===== src/rtl/uart_bus_pkg.sv =====
// Shared definitions for the UART register bus: addresses, command op codes,
// write-enable polarity and the bus-initiator FSM states.
package uart_bus_pkg;

  // Register addresses on the UART slave
  localparam logic [1:0] ADDR_TX  = 2'd0;
  localparam logic [1:0] ADDR_RX  = 2'd1;
  localparam logic [1:0] ADDR_DIV = 2'd2;

  // Bus write-enable polarity: 0 writes, 1 reads
  localparam logic WE_WRITE = 1'b0;
  localparam logic WE_READ  = 1'b1;

  typedef enum logic [1:0] {
    OpWriteTx = 2'b00,
    OpReadRx  = 2'b01,
    OpSetDiv  = 2'b10,
    OpIllegal = 2'b11
  } cmd_op_e;

  typedef enum logic [2:0] {
    StIdle    = 3'd0,
    StSetup   = 3'd1,
    StStrobe  = 3'd2,
    StRelease = 3'd3,
    StResp    = 3'd4
  } state_e;

  // Register address targeted by a legal op
  function automatic logic [1:0] op_to_addr(cmd_op_e op);
    case (op)
      OpReadRx: op_to_addr = ADDR_RX;
      OpSetDiv: op_to_addr = ADDR_DIV;
      default:  op_to_addr = ADDR_TX;
    endcase
  endfunction

endpackage


===== src/rtl/uart_wb_master.sv =====
// Bus initiator for the UART register port. Turns one-byte commands into a
// single strobed bus transaction (setup, wb_clk high until ack, wb_clk low
// until ack releases) and returns a one-cycle response. Every output is a
// flop loaded from the next-state decode.
module uart_wb_master
  import uart_bus_pkg::*;
#(
  parameter int unsigned ACK_TIMEOUT = 16
) (
  input  logic       clk,
  input  logic       reset,
  input  logic       cmd_valid,
  output logic       cmd_ready,
  input  logic [1:0] cmd_op,
  input  logic [7:0] cmd_data,
  output logic       rsp_valid,
  output logic [7:0] rsp_data,
  output logic       rsp_err,
  output logic [1:0] wb_addr,
  output logic [7:0] wb_data_out,
  input  logic [7:0] wb_data_in,
  output logic       wb_we,
  output logic       wb_stb,
  output logic       wb_clk,
  input  logic       wb_ack
);

  localparam int unsigned TimerW = $clog2(ACK_TIMEOUT + 1);
  localparam logic [TimerW-1:0] TimerLast = TimerW'(ACK_TIMEOUT - 1);
  localparam logic [TimerW-1:0] TimerMax  = TimerW'(ACK_TIMEOUT);

  state_e            state_q, state_d;
  logic [TimerW-1:0] timer_q, timer_d;
  cmd_op_e           op_q, op_d;
  logic [7:0]        rd_data_q, rd_data_d;

  logic       accept;
  logic       timer_done;
  logic       resp_err;

  logic       cmd_ready_d, rsp_valid_d, rsp_err_d;
  logic [7:0] rsp_data_d;
  logic [1:0] wb_addr_d;
  logic [7:0] wb_data_out_d;
  logic       wb_we_d, wb_stb_d, wb_clk_d;

  assign accept     = cmd_valid & cmd_ready;
  // Current cycle is the last one allowed for the awaited ack edge
  assign timer_done = (timer_q >= TimerLast);

  // State, timer and latched command registers
  always_ff @(posedge clk) begin
    if (reset) begin
      state_q   <= StIdle;
      timer_q   <= '0;
      op_q      <= OpWriteTx;
      rd_data_q <= 8'h00;
    end else begin
      state_q   <= state_d;
      timer_q   <= timer_d;
      op_q      <= op_d;
      rd_data_q <= rd_data_d;
    end
  end

  // Next-state decode, timeout timer and read-data capture
  always_comb begin
    state_d   = state_q;
    resp_err  = 1'b0;
    op_d      = op_q;
    rd_data_d = rd_data_q;
    unique case (state_q)
      StIdle: begin
        if (accept) begin
          op_d      = cmd_op_e'(cmd_op);
          rd_data_d = 8'h00;
          if (cmd_op_e'(cmd_op) == OpIllegal) begin
            state_d  = StResp;
            resp_err = 1'b1;
          end else begin
            state_d = StSetup;
          end
        end
      end
      StSetup: state_d = StStrobe;
      StStrobe: begin
        if (wb_ack) begin
          // Leaving STROBE on the first ack means only that ack's data is kept
          state_d = StRelease;
          if (op_q == OpReadRx) rd_data_d = wb_data_in;
        end else if (timer_done) begin
          state_d  = StResp;
          resp_err = 1'b1;
        end
      end
      StRelease: begin
        if (!wb_ack) begin
          state_d = StResp;
        end else if (timer_done) begin
          state_d  = StResp;
          resp_err = 1'b1;
        end
      end
      StResp:  state_d = StIdle;
      default: state_d = StIdle;
    endcase

    // Restart the timer on every state change, saturate otherwise
    if (state_d != state_q) begin
      timer_d = '0;
    end else if (timer_q != TimerMax) begin
      timer_d = timer_q + 1'b1;
    end else begin
      timer_d = timer_q;
    end
  end

  // Next values of the registered outputs, decoded from the next state
  always_comb begin
    cmd_ready_d   = (state_d == StIdle);
    rsp_valid_d   = (state_d == StResp);
    rsp_err_d     = (state_d == StResp) && resp_err;
    rsp_data_d    = 8'h00;
    wb_stb_d      = (state_d == StSetup) || (state_d == StStrobe) || (state_d == StRelease);
    wb_clk_d      = (state_d == StStrobe);
    wb_addr_d     = wb_addr;
    wb_data_out_d = wb_data_out;
    wb_we_d       = wb_we;
    if ((state_d == StResp) && !resp_err && (op_q == OpReadRx)) begin
      rsp_data_d = rd_data_q;
    end
    if ((state_q == StIdle) && (state_d == StSetup)) begin
      wb_addr_d     = op_to_addr(cmd_op_e'(cmd_op));
      wb_we_d       = (cmd_op_e'(cmd_op) == OpReadRx) ? WE_READ : WE_WRITE;
      wb_data_out_d = (cmd_op_e'(cmd_op) == OpReadRx) ? 8'h00 : cmd_data;
    end else if (!wb_stb_d) begin
      // Bus idles at zero outside a transaction
      wb_addr_d     = 2'd0;
      wb_we_d       = WE_WRITE;
      wb_data_out_d = 8'h00;
    end
  end

  // Output registers
  always_ff @(posedge clk) begin
    if (reset) begin
      cmd_ready   <= 1'b0;
      rsp_valid   <= 1'b0;
      rsp_data    <= 8'h00;
      rsp_err     <= 1'b0;
      wb_addr     <= 2'd0;
      wb_data_out <= 8'h00;
      wb_we       <= 1'b0;
      wb_stb      <= 1'b0;
      wb_clk      <= 1'b0;
    end else begin
      cmd_ready   <= cmd_ready_d;
      rsp_valid   <= rsp_valid_d;
      rsp_data    <= rsp_data_d;
      rsp_err     <= rsp_err_d;
      wb_addr     <= wb_addr_d;
      wb_data_out <= wb_data_out_d;
      wb_we       <= wb_we_d;
      wb_stb      <= wb_stb_d;
      wb_clk      <= wb_clk_d;
    end
  end

endmodule

===== config.mk =====
export PLATFORM = sky130hd
export DESIGN_NAME = uart_wb_master
export DESIGN_NICKNAME = d
export VERILOG_FILES = /design/src/rtl/uart_bus_pkg.sv /design/src/rtl/uart_wb_master.sv
export SDC_FILE = /design/constraint.sdc
export NUM_CORES = 1
export LEC_CHECK = 0
export CAP_MARGIN = 20
export CORE_UTILIZATION = 45
export CTS_BUF_LIST = sky130_fd_sc_hd__clkbuf_8
export CTS_CLUSTER_SIZE = 40
export DETAILED_ROUTE_END_ITERATION = 7
export HOLD_SLACK_MARGIN = 0.05
export PLACE_DENSITY = 0.76
export SLEW_MARGIN = 10
export SYNTH_ARGS = -nofsm -noshare
export SYNTH_HDL_FRONTEND = slang
export SYNTH_SLANG_ARGS = --single-unit

===== constraint.sdc =====
create_clock -name clk -period 3 [get_ports clk]
set_input_delay 0.45 -clock clk [delete_from_list [all_inputs] [get_ports clk]]
set_output_delay 0.45 -clock clk [all_outputs]
set_load 0.02 [all_outputs]

==> out/metrics.yaml, run 1 <==
status:
  outcome: "complete, no violations"
power:
  power_leakage_nw: 0.814
  ratio_of_total_power_to_cell_area_mw_per_mm2: 635
  power.share.switching: 0.280
  seqPwrFrac: 0.448
  combPwrFrac: 0.233
  vdd_drop_max_mv: 0.346
  internal_power_w: 0.00102
  clock_power_share: 0.319
  power_switching_w: 0.000395
global_routing:
  global_route_wire_length_before_repair_um: 5950
  pin_count_of_the_biggest_net_entering_global_routing: 14
  grt_antenna_before_repair: 0
  gr-usage-met1: 0.236
  met3_capacity_usage_during_global_routing: 0.0515
  top_usage_layer: "met2"
  grt_remaining_overflow: 0
  grt_util_all_layers: 0.194
  vias_in_the_first_global_route: 1341
  met2_usage: 0.327
cells_and_area:
  final_layout_size_suffix_gt1_frac: 0.0955
  area_added_between_synthesis_and_finish_pct: 35.6
  nets: 223
  filler_cell_count: 286
  antennaDiodeCount: 0
  final_core_utilization: 0.650
cts:
  cts-htree-levels: 2
  clk_pin_slew_worst_paths_ns: 0.07
  number_of_post_cts_setup_repair_buffers: 0
  cts.root.buffer_cell: "sky130_fd_sc_hd__clkbuf_8"
  cts.sinks: 41
  cts_resized: 0
  cts_hold_buffers: 0
  clkLatencyLatePin_ns: 0.29
  tritoncts_clock_tree: "yes"
  numCtsBuffers: 5
  clock_tree.buffer_depth: 2
yosys:
  synth-edff-count: 0
  syn_nets: 178
  share_of_synthesized_area_spent_on_multiplexers: 0.0183
  synth_compound_area_frac: 0.185
  yosys.area_share.adder: 0.0229
  seq_area_frac_synth: 0.501
  synth-main-ff-cell: "sky130_fd_sc_hd__dfxtp_1"
  yosys_warning_total: 0
  synthesis.area_mm2: 0.00164
  netlist-cell-type-count: 48
  avgSynthCellArea_um2: 10.7
  main_combinational_cell_family_by_area_after_synthesis: "simple AND/OR/NAND/NOR gates"
  netlist_instances: 153
  synth.ff_latch_count: 41
  postSynth.asyncResetShare: 0
  yosys.area_share.simple: 0.215
  synth_xor_xnor_area_share: 0.0160
placement:
  place_congestion: 0.819
  io_buffers: 45
  place.detailed.hpwl_um: 2620
drt:
  antenna_left: 0
  sum_of_routed_wire_length_over_all_layers_um: 3460
  drt_first_pass_iters: 4
  vias: 1307
  drtIter0Drc: 65
  drt-wirelength-per-cell_um: 14.1
  detailed_route_vias_per_instance: 5.33
  drc_violation_count_after_routing: 0
setup_path:
  ff2ff_path_depth: 7
  timing.setup.critical_path_class: "reg -> reg"
  crit_path_start_kind: "register"
  path_delay_family: "simple AND/OR/NAND/NOR gates"
  rr_startpoint: "timer_q[1]$_SDFFE_PP0P_"
  cp_num_cells: 7
  worstPathBufferInverterCount: 0
  cp_startpoint: "timer_q[1]$_SDFFE_PP0P_"
  timing.critical_path.fanout_max: 11
  arrival_ns: 2.65
  critPathMaxStageDelay_ns: 0.54
  cp_cell_sequence: "ha_1 > and3_1 > ha_1 > or2_1 > o311a_1 > nor2_1 > a22o_1"
  timing.critical_path.slowest_stage_cell: "sky130_fd_sc_hd__nor2_1"
  path_common_cell: "sky130_fd_sc_hd__ha_1"
  worstSetupEndpointType: "register"
  register_to_register_setup_slack_ns: 0.58
  worstPathRequired_ns: 3.23
  crit_end: "wb_data_out[3]$_SDFFE_PP0P_"
  rr_endpoint: "wb_data_out[3]$_SDFFE_PP0P_"
floorplan:
  die_h_um: 62.3
  placementRows: 21
  design.core.area_mm2: 0.00342
  ioPinCount: 46
  die_width_um: 62.3
  initial_core_util: 0.479
  die_area_mm2: 0.00389
sta:
  slew_violations: 0
  report.final.setup_viol: 0
  setup-tns-final_ns: 0
  worst-slew-pin-transition_ns: 0.782
  rsz_0062_raised_after_global_routing: "false"
  finalCritPeriodShare: 0.807
  max_freq_ghz: 0.413
  fin_crit_ns: 2.42
  hold_viol_final: 0
  clock_skew_ns: 0.00438
  worst_slew_margin_rel: 0.472
worst_hold_path:
  worst_min_delay_path_category: "reg -> reg"
job:
  max_cap_viol_count: 0
==> cell families after synthesis <==
kind of cell	after synthesis
buffers and inverters	13
multiplexers	3
AND/OR/NAND/NOR	55
AO/OA/AOI/OAI	35
adder cells (fa/ha/maj)	3
XOR/XNOR	3
flip-flops	41
==> sequential cells by signal, indices dropped and copies added (netlist names), 2 cells and up <==
register and count:
timer_q 5, state_q 3, rsp_data 8, rd_data_q 8
op_q 2, wb_data_out 8
==> per-stage QoR <==
step	hold WS (ns)	setup WS, ns	total power (W)	cells	area [µm²]
after floorplan	0.430	0.979	0.000866	153	1640
after global placement	0.436	0.676	0.000957	237	2100
after detailed placement	0.447	0.562	0.000972	237	2100
after CTS	0.464	0.546	0.00142	245	2220
after global routing	0.496	0.387	0.00148	245	2220
final	0.460	0.579	0.00141	245	2220
==> placed cells by master (no fill, tap or decap), types with 2 or more instances in the layout <==
master / netlist / layout
sky130_fd_sc_hd__nand2b_1: 4 / 4
sky130_fd_sc_hd__clkdlybuf4s50_1: 0 / 45
sky130_fd_sc_hd__nand2_1: 6 / 6
sky130_fd_sc_hd__and2_1: 12 / 12
sky130_fd_sc_hd__nor3_2: 2 / 2
sky130_fd_sc_hd__o32ai_1: 3 / 3
sky130_fd_sc_hd__nor3_1: 2 / 2
sky130_fd_sc_hd__nor4_1: 5 / 5
sky130_fd_sc_hd__a21oi_1: 3 / 3
sky130_fd_sc_hd__dfxtp_1: 41 / 41
sky130_fd_sc_hd__mux2i_1: 3 / 3
sky130_fd_sc_hd__a22o_1: 17 / 17
sky130_fd_sc_hd__nor2_1: 6 / 6
sky130_fd_sc_hd__xnor2_1: 2 / 2
sky130_fd_sc_hd__clkbuf_8: 0 / 6
sky130_fd_sc_hd__nor4b_1: 2 / 2
sky130_fd_sc_hd__ha_1: 3 / 3
sky130_fd_sc_hd__inv_1: 5 / 6
sky130_fd_sc_hd__or2_1: 2 / 2
==> power by group through the flow <==
stage | clock, W | combinational (W) | sequential (W)
global route | 0.000484 | 0.000358 | 0.000641
CTS | 0.000457 | 0.000328 | 0.000633
floorplan | 0 | 0.000211 | 0.000655
finish | 0.000449 | 0.000329 | 0.000632
global placement | 0 | 0.000316 | 0.000641
detailed placement | 0 | 0.000327 | 0.000645
==> worst min path at each step <==
stage                     slack [ns]  cells after the start                       from                endpoint
final                           0.46                      1  rd_data_q[7]$_SDFFE_PP0P_  rsp_data[7]$_SDFF_PP0_
after global placement          0.44                      1  rd_data_q[3]$_SDFFE_PP0P_  rsp_data[3]$_SDFF_PP0_
after global routing            0.50                      1  rd_data_q[1]$_SDFFE_PP0P_  rsp_data[1]$_SDFF_PP0_
after CTS                       0.46                      1  rd_data_q[7]$_SDFFE_PP0P_  rsp_data[7]$_SDFF_PP0_
after detailed placement        0.45                      1  rd_data_q[0]$_SDFFE_PP0P_  rsp_data[0]$_SDFF_PP0_
after floorplan                 0.43                      1  rd_data_q[0]$_SDFFE_PP0P_  rsp_data[0]$_SDFF_PP0_
==> synthesized netlist by cell type (all sizes together), types with 2 or more instances <==
master,number,area share
ha,3,0.023
nand2,6,0.014
nor4b,2,0.011
clkbuf,2,0.0046
mux2i,3,0.018
or2,3,0.011
a21oi,4,0.015
nor4,6,0.027
nor2,6,0.014
buf,6,0.025
nor3,4,0.018
o32ai,3,0.016
nand2b,5,0.021
dfxtp,41,0.50
a22o,17,0.091
and2,12,0.046
xnor2,2,0.011
o21ai,2,0.0061
inv,5,0.011
==> layer usage <==
layer  part of all wire  up-vias
li1                   -      653
met1               0.45      617
met2               0.50       31
met3              0.040        6
met4              0.015        0
met5                  0        -
==> layout make-up <==
type,count,area [µm²],area share
multi-input combinational,99,749,0.337
clock inverter,2,33.8,0.0152
clock buffer,6,82.6,0.0372
timing repair buffer,46,458,0.206
tap,46,57.6,0.0259
sequential,41,821,0.370
inverter,5,18.8,0.00845
Note: power is estimated with default switching activity, not from simulation.
==> run 2, diff against run 1 <==
--- a/config.mk
+++ b/config.mk
@@ -6,12 +6,12 @@
 export NUM_CORES = 1
 export LEC_CHECK = 0
 export CAP_MARGIN = 20
-export CORE_UTILIZATION = 45
+export CORE_UTILIZATION = 44
 export CTS_BUF_LIST = sky130_fd_sc_hd__clkbuf_8
 export CTS_CLUSTER_SIZE = 40
 export DETAILED_ROUTE_END_ITERATION = 7
 export HOLD_SLACK_MARGIN = 0.05
-export PLACE_DENSITY = 0.76
+export PLACE_DENSITY = 0.77
 export SLEW_MARGIN = 10
 export SYNTH_ARGS = -nofsm -noshare
 export SYNTH_HDL_FRONTEND = slang
==> constraint.sdc (replaced) <==
create_clock -name clk -period 2.2 [get_ports clk]
set_input_delay 0.33 -clock clk [delete_from_list [all_inputs] [get_ports clk]]
set_output_delay 0.33 -clock clk [all_outputs]
set_load 0.02 [all_outputs]
==> out/metrics.yaml, run 2 (same netlist as run 1, synthesis figures left out) <==
sta:
  max_freq_ghz: 0.473  # +15%
  finalCritPeriodShare: 0.961  # +0.154
  fin_crit_ns: 2.11  # -0.308 ns
  report.final.setup_viol: 0  # unchanged
  worst_slack_ns: 0.0868  # -0.492 ns
  worst-slew-pin-transition_ns: 0.533  # -0.249 ns
  slew_violations: 0  # unchanged
  hold_slack_ns: 0.458  # -0.00218 ns
  clock_skew_ns: 0.00784  # +0.00346 ns
  worst_slew_margin_rel: 0.645  # +0.173
  hold_viol_final: 0  # unchanged
cells_and_area:
  number_of_standard_cells_in_the_layout_taps_in_and_fillers_out: 249  # +1.6%
  final_layout_size_suffix_gt1_frac: 0.143  # +0.0474
  final-seq-area_um2: 821  # unchanged
  layout.cells.most_common: "sky130_fd_sc_hd__clkdlybuf4s50_1"
  nets: 227  # +1.8%
  area_added_between_synthesis_and_finish_pct: 39.0
  filler_cell_count: 271  # -5.2%
  multi_input_area_um2: 772  # +3.0%
  largestRegisters: "rd_data_q: 8 flops, rsp_data: 8 flops, wb_data_out: 8 flops"
  mostFrequentLayoutCells: "45 x sky130_fd_sc_hd__clkdlybuf4s50_1, 41 x sky130_fd_sc_hd__dfxtp_1, 17 x sky130_fd_sc_hd__a22o_1"
  antennaDiodeCount: 0  # unchanged
  post-route-cell-area_mm2: 0.00228  # +2.5%
drt:
  vias: 1321  # +1.1%
  drt_first_pass_iters: 7  # +3
  drtIter0Drc: 51  # -22%
  drt-wirelength-per-cell_um: 14.4  # +2.1%
  sum_of_routed_wire_length_over_all_layers_um: 3590  # +3.8%
  antenna_left: 0  # unchanged
  detailed_route_vias_per_instance: 5.31  # -0.55%
  drc_violation_count_after_routing: 0  # unchanged
global_routing:
  grt_remaining_overflow: 0  # unchanged
  vias_in_the_first_global_route: 1323  # -1.3%
  grt_util_all_layers: 0.198  # +0.00387
  grt_antenna_before_repair: 0  # unchanged
  pin_count_of_the_biggest_net_entering_global_routing: 14  # unchanged
  global_route_wire_length_before_repair_um: 6090  # +2.2%
floorplan:
  placementRows: 21  # unchanged
  design.core.area_mm2: 0.00344  # +0.77%
  die_width_um: 63.0  # +1.1%
  die_area_mm2: 0.00397  # +2.2%
  die_h_um: 63.0  # +1.1%
  initial_core_util: 0.476  # -0.00366
  ioPinCount: 46  # unchanged
placement:
  io_buffers: 45  # unchanged
  dp_worst_setup_slack_ns: 0.0733  # -0.489 ns
  place_congestion: 0.737  # -10%
  post_detailed_placement_cell_area_mm2: 0.00213  # +1.4%
  place.detailed.hpwl_um: 2730  # +4.0%
  dpl.cell_count: 241  # +1.7%
cts:
  cts.root.buffer_cell: "sky130_fd_sc_hd__clkbuf_8"
  cts_hold_buffers: 0  # unchanged
  cts.sinks: 41  # unchanged
  cts-htree-levels: 2  # unchanged
  clk_pin_slew_worst_paths_ns: 0.08  # about the same
  clock_tree.buffer_depth: 2  # unchanged
  tritoncts_clock_tree: "yes"
  numCtsBuffers: 5  # unchanged
  clkLatencyLatePin_ns: 0.29  # about the same
setup_path:
  worstPathRequired_ns: 2.44  # -0.79 ns
  timing.critical_path.slowest_stage_cell: "sky130_fd_sc_hd__o311a_1"
  cp_cell_sequence: "ha_1 > and3_1 > ha_1 > or2_4 > o311a_1 > nor2_1 > buf_4 > a22o_1"
  path_common_cell: "sky130_fd_sc_hd__ha_1"
  rr_endpoint: "wb_data_out[0]$_SDFFE_PP0P_"
  worstSetupEndpointType: "register"
  arrival_ns: 2.35  # -0.30 ns
  crit_path_start_kind: "register"
  rr_startpoint: "timer_q[1]$_SDFFE_PP0P_"
  timing.critical_path.fanout_max: 11  # unchanged
  timing.setup.critical_path_class: "reg -> reg"
  critPathMaxStageDelay_ns: 0.38  # -0.16 ns
  ff2ff_path_depth: 8  # +1
  register_to_register_setup_slack_ns: 0.09  # -0.49 ns
worst_hold_path:
  min-delay-start: "rd_data_q[1]$_SDFFE_PP0P_"
  min_delay_worst_endpoint: "rsp_data[1]$_SDFF_PP0_"
  worst_hold_path.num_cells: 1  # unchanged
  worst_min_delay_path_category: "reg -> reg"
job:
  max_cap_viol_count: 0  # unchanged
power:
  vdd_drop_max_mv: 0.531  # +53%
  power_leakage_nw: 0.833  # +2.3%
  ratio_of_total_power_to_cell_area_mw_per_mm2: 860  # +35%
  post_layout_power_w: 0.00196  # +39%
status:
  outcome: "complete, no violations"
-- run 2: critical path, delay by kind of cell, from the launching register on --
family / cells / cell delay [ns]
buf+inv: 1 / 0.18
flops: 1 / 0.36
fa+ha+maj: 2 / 0.41
compound gates: 2 / 0.53
simple gates: 3 / 0.57
-- run 2: layout make-up --
| class | instances | share of cell area |
|---|---|---|
| well taps | 46 | 0.0253 |
| flip-flops and latches | 41 | 0.360 |
| clock inverters | 2 | 0.0165 |
| repair buffers | 50 | 0.214 |
| inverters | 5 | 0.00824 |
| multi-input cells | 99 | 0.339 |
| clock buffers | 6 | 0.0363 |
-- run 2: stage by stage --
step / setup TNS [ns] / utilization
after floorplan: 0 / -
after global placement: 0 / 0.620
after detailed placement: 0 / 0.620
after CTS: 0 / 0.655
after global routing: -0.0231 / 0.662
final: 0 / 0.662
-- run 2: per-layer routing --
layer | wire length, µm | up-vias | global-route usage
li1 | - | 655 | -
met1 | 1490 | 632 | 0.217
met2 | 1910 | 27 | 0.344
met3 | 136 | 7 | 0.0639
met4 | 56 | 0 | 0.0843
met5 | 0 | - | 0
-- run 2: report_power, final --
group | total (W) | internal (W) | switching (W) | leakage (nW)
logic | 0.000472 | 0.000228 | 0.000244 | 0.443
clock network | 0.000619 | 0.000369 | 0.000250 | 0.0574
registers | 0.000867 | 0.000806 | 0.0000619 | 0.332
total | 0.00196 | 0.00140 | 0.000556 | 0.833
-- run 2: repair_timing --
item,in CTS,in global routing
setup endpoints to repair,0,16
setup buffers,0,0
gates resized for setup,0,5
-- run 2: worst max-delay path by stage --
stage                       startpoint  cells past startpoint  slack [ns]                          end
3_5_place_dp   timer_q[0]$_SDFFE_PP0P_                      7        0.07            wb_stb$_SDFF_PP0_
4_1_cts        timer_q[0]$_SDFFE_PP0P_                      8        0.06  wb_data_out[0]$_SDFFE_PP0P_
6_report       timer_q[1]$_SDFFE_PP0P_                      8        0.09  wb_data_out[0]$_SDFFE_PP0P_
5_1_grt        timer_q[0]$_SDFFE_PP0P_                      7       -0.02      timer_q[3]$_SDFFE_PP0P_
2_1_floorplan  timer_q[0]$_SDFFE_PP0P_                      9        0.18      wb_addr[1]$_SDFFE_PP0P_
3_3_place_gp   timer_q[0]$_SDFFE_PP0P_                      7        0.19            wb_stb$_SDFF_PP0_
==> run 3, diff against run 2 <==
--- a/config.mk
+++ b/config.mk
@@ -10,6 +10,7 @@
 export CTS_BUF_LIST = sky130_fd_sc_hd__clkbuf_8
 export CTS_CLUSTER_SIZE = 40
 export DETAILED_ROUTE_END_ITERATION = 7
+export GPL_TIMING_DRIVEN = 0
 export HOLD_SLACK_MARGIN = 0.05
 export PLACE_DENSITY = 0.77
 export SLEW_MARGIN = 10
==> out/metrics.yaml, run 3 (same netlist as run 1, synthesis figures left out) <==
status:
  outcome: "complete, no violations"
power:
  power_leakage_nw: 0.856  # +2.8%
  ratio_of_total_power_to_cell_area_mw_per_mm2: 864  # +0.44%
  vdd_drop_max_mv: 0.460  # -13%
setup_path:
  rr_endpoint: "wb_stb$_SDFF_PP0_"
  worstSetupEndpointType: "register"
  ff2ff_path_depth: 8  # unchanged
  cp_startpoint: "timer_q[0]$_SDFFE_PP0P_"
  arrival_ns: 2.33  # -0.02 ns
  timing.critical_path.fanout_max: 6  # -5
  timing.setup.critical_path_class: "reg -> reg"
  worstPathRequired_ns: 2.41  # -0.03 ns
  rr_startpoint: "timer_q[0]$_SDFFE_PP0P_"
  register_to_register_setup_slack_ns: 0.07  # about the same
  crit_end: "wb_stb$_SDFF_PP0_"
  crit_path_start_kind: "register"
sta:
  worst_slack_ns: 0.0721  # -0.0147 ns
  clock_skew_ns: 0.0139  # +0.00602 ns
  fin_crit_ns: 2.13  # +0.0147 ns
  worst-slew-pin-transition_ns: 0.954  # +0.421 ns
  max_freq_ghz: 0.470  # -0.69%
  setup-tns-final_ns: 0  # unchanged
  rsz_0062_raised_after_global_routing: "true"
  hold_viol_final: 0  # unchanged
  slew_violations: 0  # unchanged
  finalCritPeriodShare: 0.967  # +0.00667
  worst_slew_margin_rel: 0.356  # -0.289
  report.final.setup_viol: 0  # unchanged
floorplan:
  initial_core_util: 0.476  # unchanged
  die_h_um: 63.0  # unchanged
  die_width_um: 63.0  # unchanged
  placementRows: 21  # unchanged
  design.core.area_mm2: 0.00344  # unchanged
  ioPinCount: 46  # unchanged
  die_area_mm2: 0.00397  # unchanged
cells_and_area:
  area_added_between_synthesis_and_finish_pct: 42.6
  nets: 230  # +1.3%
  largestRegisters: "rd_data_q: 8 flops, rsp_data: 8 flops, wb_data_out: 8 flops"
  final_layout_size_suffix_gt1_frac: 0.189  # +0.0465
  mostFrequentLayoutCells: "45 x sky130_fd_sc_hd__clkdlybuf4s50_1, 39 x sky130_fd_sc_hd__dfxtp_1, 17 x sky130_fd_sc_hd__a22o_1"
  layout.cells.most_common: "sky130_fd_sc_hd__clkdlybuf4s50_1"
  post-route-cell-area_mm2: 0.00233  # +2.5%
  antennaDiodeCount: 0  # unchanged
drt:
  detailed_route_vias_per_instance: 5.30  # about the same
  sum_of_routed_wire_length_over_all_layers_um: 3700  # +3.1%
  vias: 1336  # +1.1%
  drt-wirelength-per-cell_um: 14.7  # +1.9%
  antenna_left: 0  # unchanged
  drc_violation_count_after_routing: 0  # unchanged
  drtIter0Drc: 52  # +2.0%
  drt_first_pass_iters: 4  # -3
global_routing:
  grt_antenna_before_repair: 0  # unchanged
  grt_util_all_layers: 0.192  # -0.00572
  vias_in_the_first_global_route: 1310  # -0.98%
  grt_remaining_overflow: 0  # unchanged
  pin_count_of_the_biggest_net_entering_global_routing: 15  # +1
  global_route_wire_length_before_repair_um: 5980  # -1.7%
cts:
  cts.root.buffer_cell: "sky130_fd_sc_hd__clkbuf_8"
  tritoncts_clock_tree: "yes"
  cts.sinks: 41  # unchanged
  clock_tree.buffer_depth: 2  # unchanged
  clkLatencyLatePin_ns: 0.29  # about the same
  numCtsBuffers: 5  # unchanged
  clk_pin_slew_worst_paths_ns: 0.09  # about the same
  cts-htree-levels: 2  # unchanged
worst_hold_path:
  worst_min_delay_path_category: "reg -> reg"
placement:
  place.detailed.hpwl_um: 2600  # -4.7%
  place_congestion: 0.732  # -0.60%
  post_detailed_placement_cell_area_mm2: 0.00215  # +0.53%
  io_buffers: 45  # unchanged
  dp_worst_setup_slack_ns: -0.0551  # -0.128 ns
job:
  max_cap_viol_count: 0  # unchanged
==> run 3: changes by cell type in the layout (fill, tap and decap cells not counted), moves of 2 or more <==
cell and change:
sky130_fd_sc_hd__dfxtp_2 +2, sky130_fd_sc_hd__buf_2 +3, sky130_fd_sc_hd__buf_4 -4, sky130_fd_sc_hd__dfxtp_1 -2, sky130_fd_sc_hd__clkbuf_1 +2, sky130_fd_sc_hd__buf_6 +2
sky130_fd_sc_hd__nor4b_2 +2, sky130_fd_sc_hd__nor4b_1 -2
==> run 3: worst min-delay path by stage <==
stage                               from                     end  depth (start not counted)
5_1_grt        rd_data_q[5]$_SDFFE_PP0P_  rsp_data[5]$_SDFF_PP0_                          1
4_1_cts        rd_data_q[5]$_SDFFE_PP0P_  rsp_data[5]$_SDFF_PP0_                          1
2_1_floorplan  rd_data_q[0]$_SDFFE_PP0P_  rsp_data[0]$_SDFF_PP0_                          1
3_5_place_dp   rd_data_q[5]$_SDFFE_PP0P_  rsp_data[5]$_SDFF_PP0_                          1
6_report       rd_data_q[4]$_SDFFE_PP0P_  rsp_data[4]$_SDFF_PP0_                          1
3_3_place_gp   rd_data_q[4]$_SDFFE_PP0P_  rsp_data[4]$_SDFF_PP0_                          1
==> run 3: layout make-up <==
type	instances	area (µm²)
flip-flops and latches	41	823
well taps	46	57.6
fillers	251	1110
clock buffers	5	68.8
inverters	5	18.8
repair buffers	45	450
clock inverters	3	43.8
plain buffers	8	52.6
multi-input cells	99	820
==> run 3: critical path, stage by stage, from the launching register on <==
cell	delay, ns
sky130_fd_sc_hd__dfxtp_2	0.34
sky130_fd_sc_hd__ha_1	0.22
sky130_fd_sc_hd__and3_1	0.19
sky130_fd_sc_hd__ha_1	0.17
sky130_fd_sc_hd__or2_1	0.20
sky130_fd_sc_hd__buf_2	0.16
sky130_fd_sc_hd__o311a_4	0.33
sky130_fd_sc_hd__or2_4	0.25
sky130_fd_sc_hd__a211oi_2	0.19
==> run 3: report_power, final <==
| part | internal [W] | switching [W] |
|---|---|---|
| clock network | 0.000340 | 0.000260 |
| logic | 0.000275 | 0.000292 |
| registers | 0.000809 | 0.0000415 |
==> run 3: what timing repair did <==
| action | 4_1_cts | 5_1_grt |
|---|---|---|
| setup buffers | 0 | 0 |
| hold buffers | 0 | 0 |
| endpoints found under the setup margin | 11 | 16 |
| cloned | 0 | 0 |
| gates resized for setup | 4 | 12 |
| pin swaps | 2 | 0 |
==> run 3: through the flow <==
step / power [W] / std cells / hold WS [ns] / utilization
floorplan: 0.00118 / 153 / 0.430 / -
global placement: 0.00134 / 244 / 0.435 / 0.623
detailed placement: 0.00136 / 244 / 0.441 / 0.623
CTS: 0.00197 / 252 / 0.462 / 0.661
global route: 0.00212 / 252 / 0.491 / 0.678
finish: 0.00202 / 252 / 0.462 / 0.678
==> run 3: metal layers <==
layer  vias to the layer above  part of all wire  global-route usage  wire [µm]
li1                        663                 -                   -          -
met1                       655              0.42               0.224       1550
met2                        16              0.55               0.341       2030
met3                         2             0.025              0.0438         94
met4                         0            0.0051              0.0610         19
met5                         -                 0                   0          0
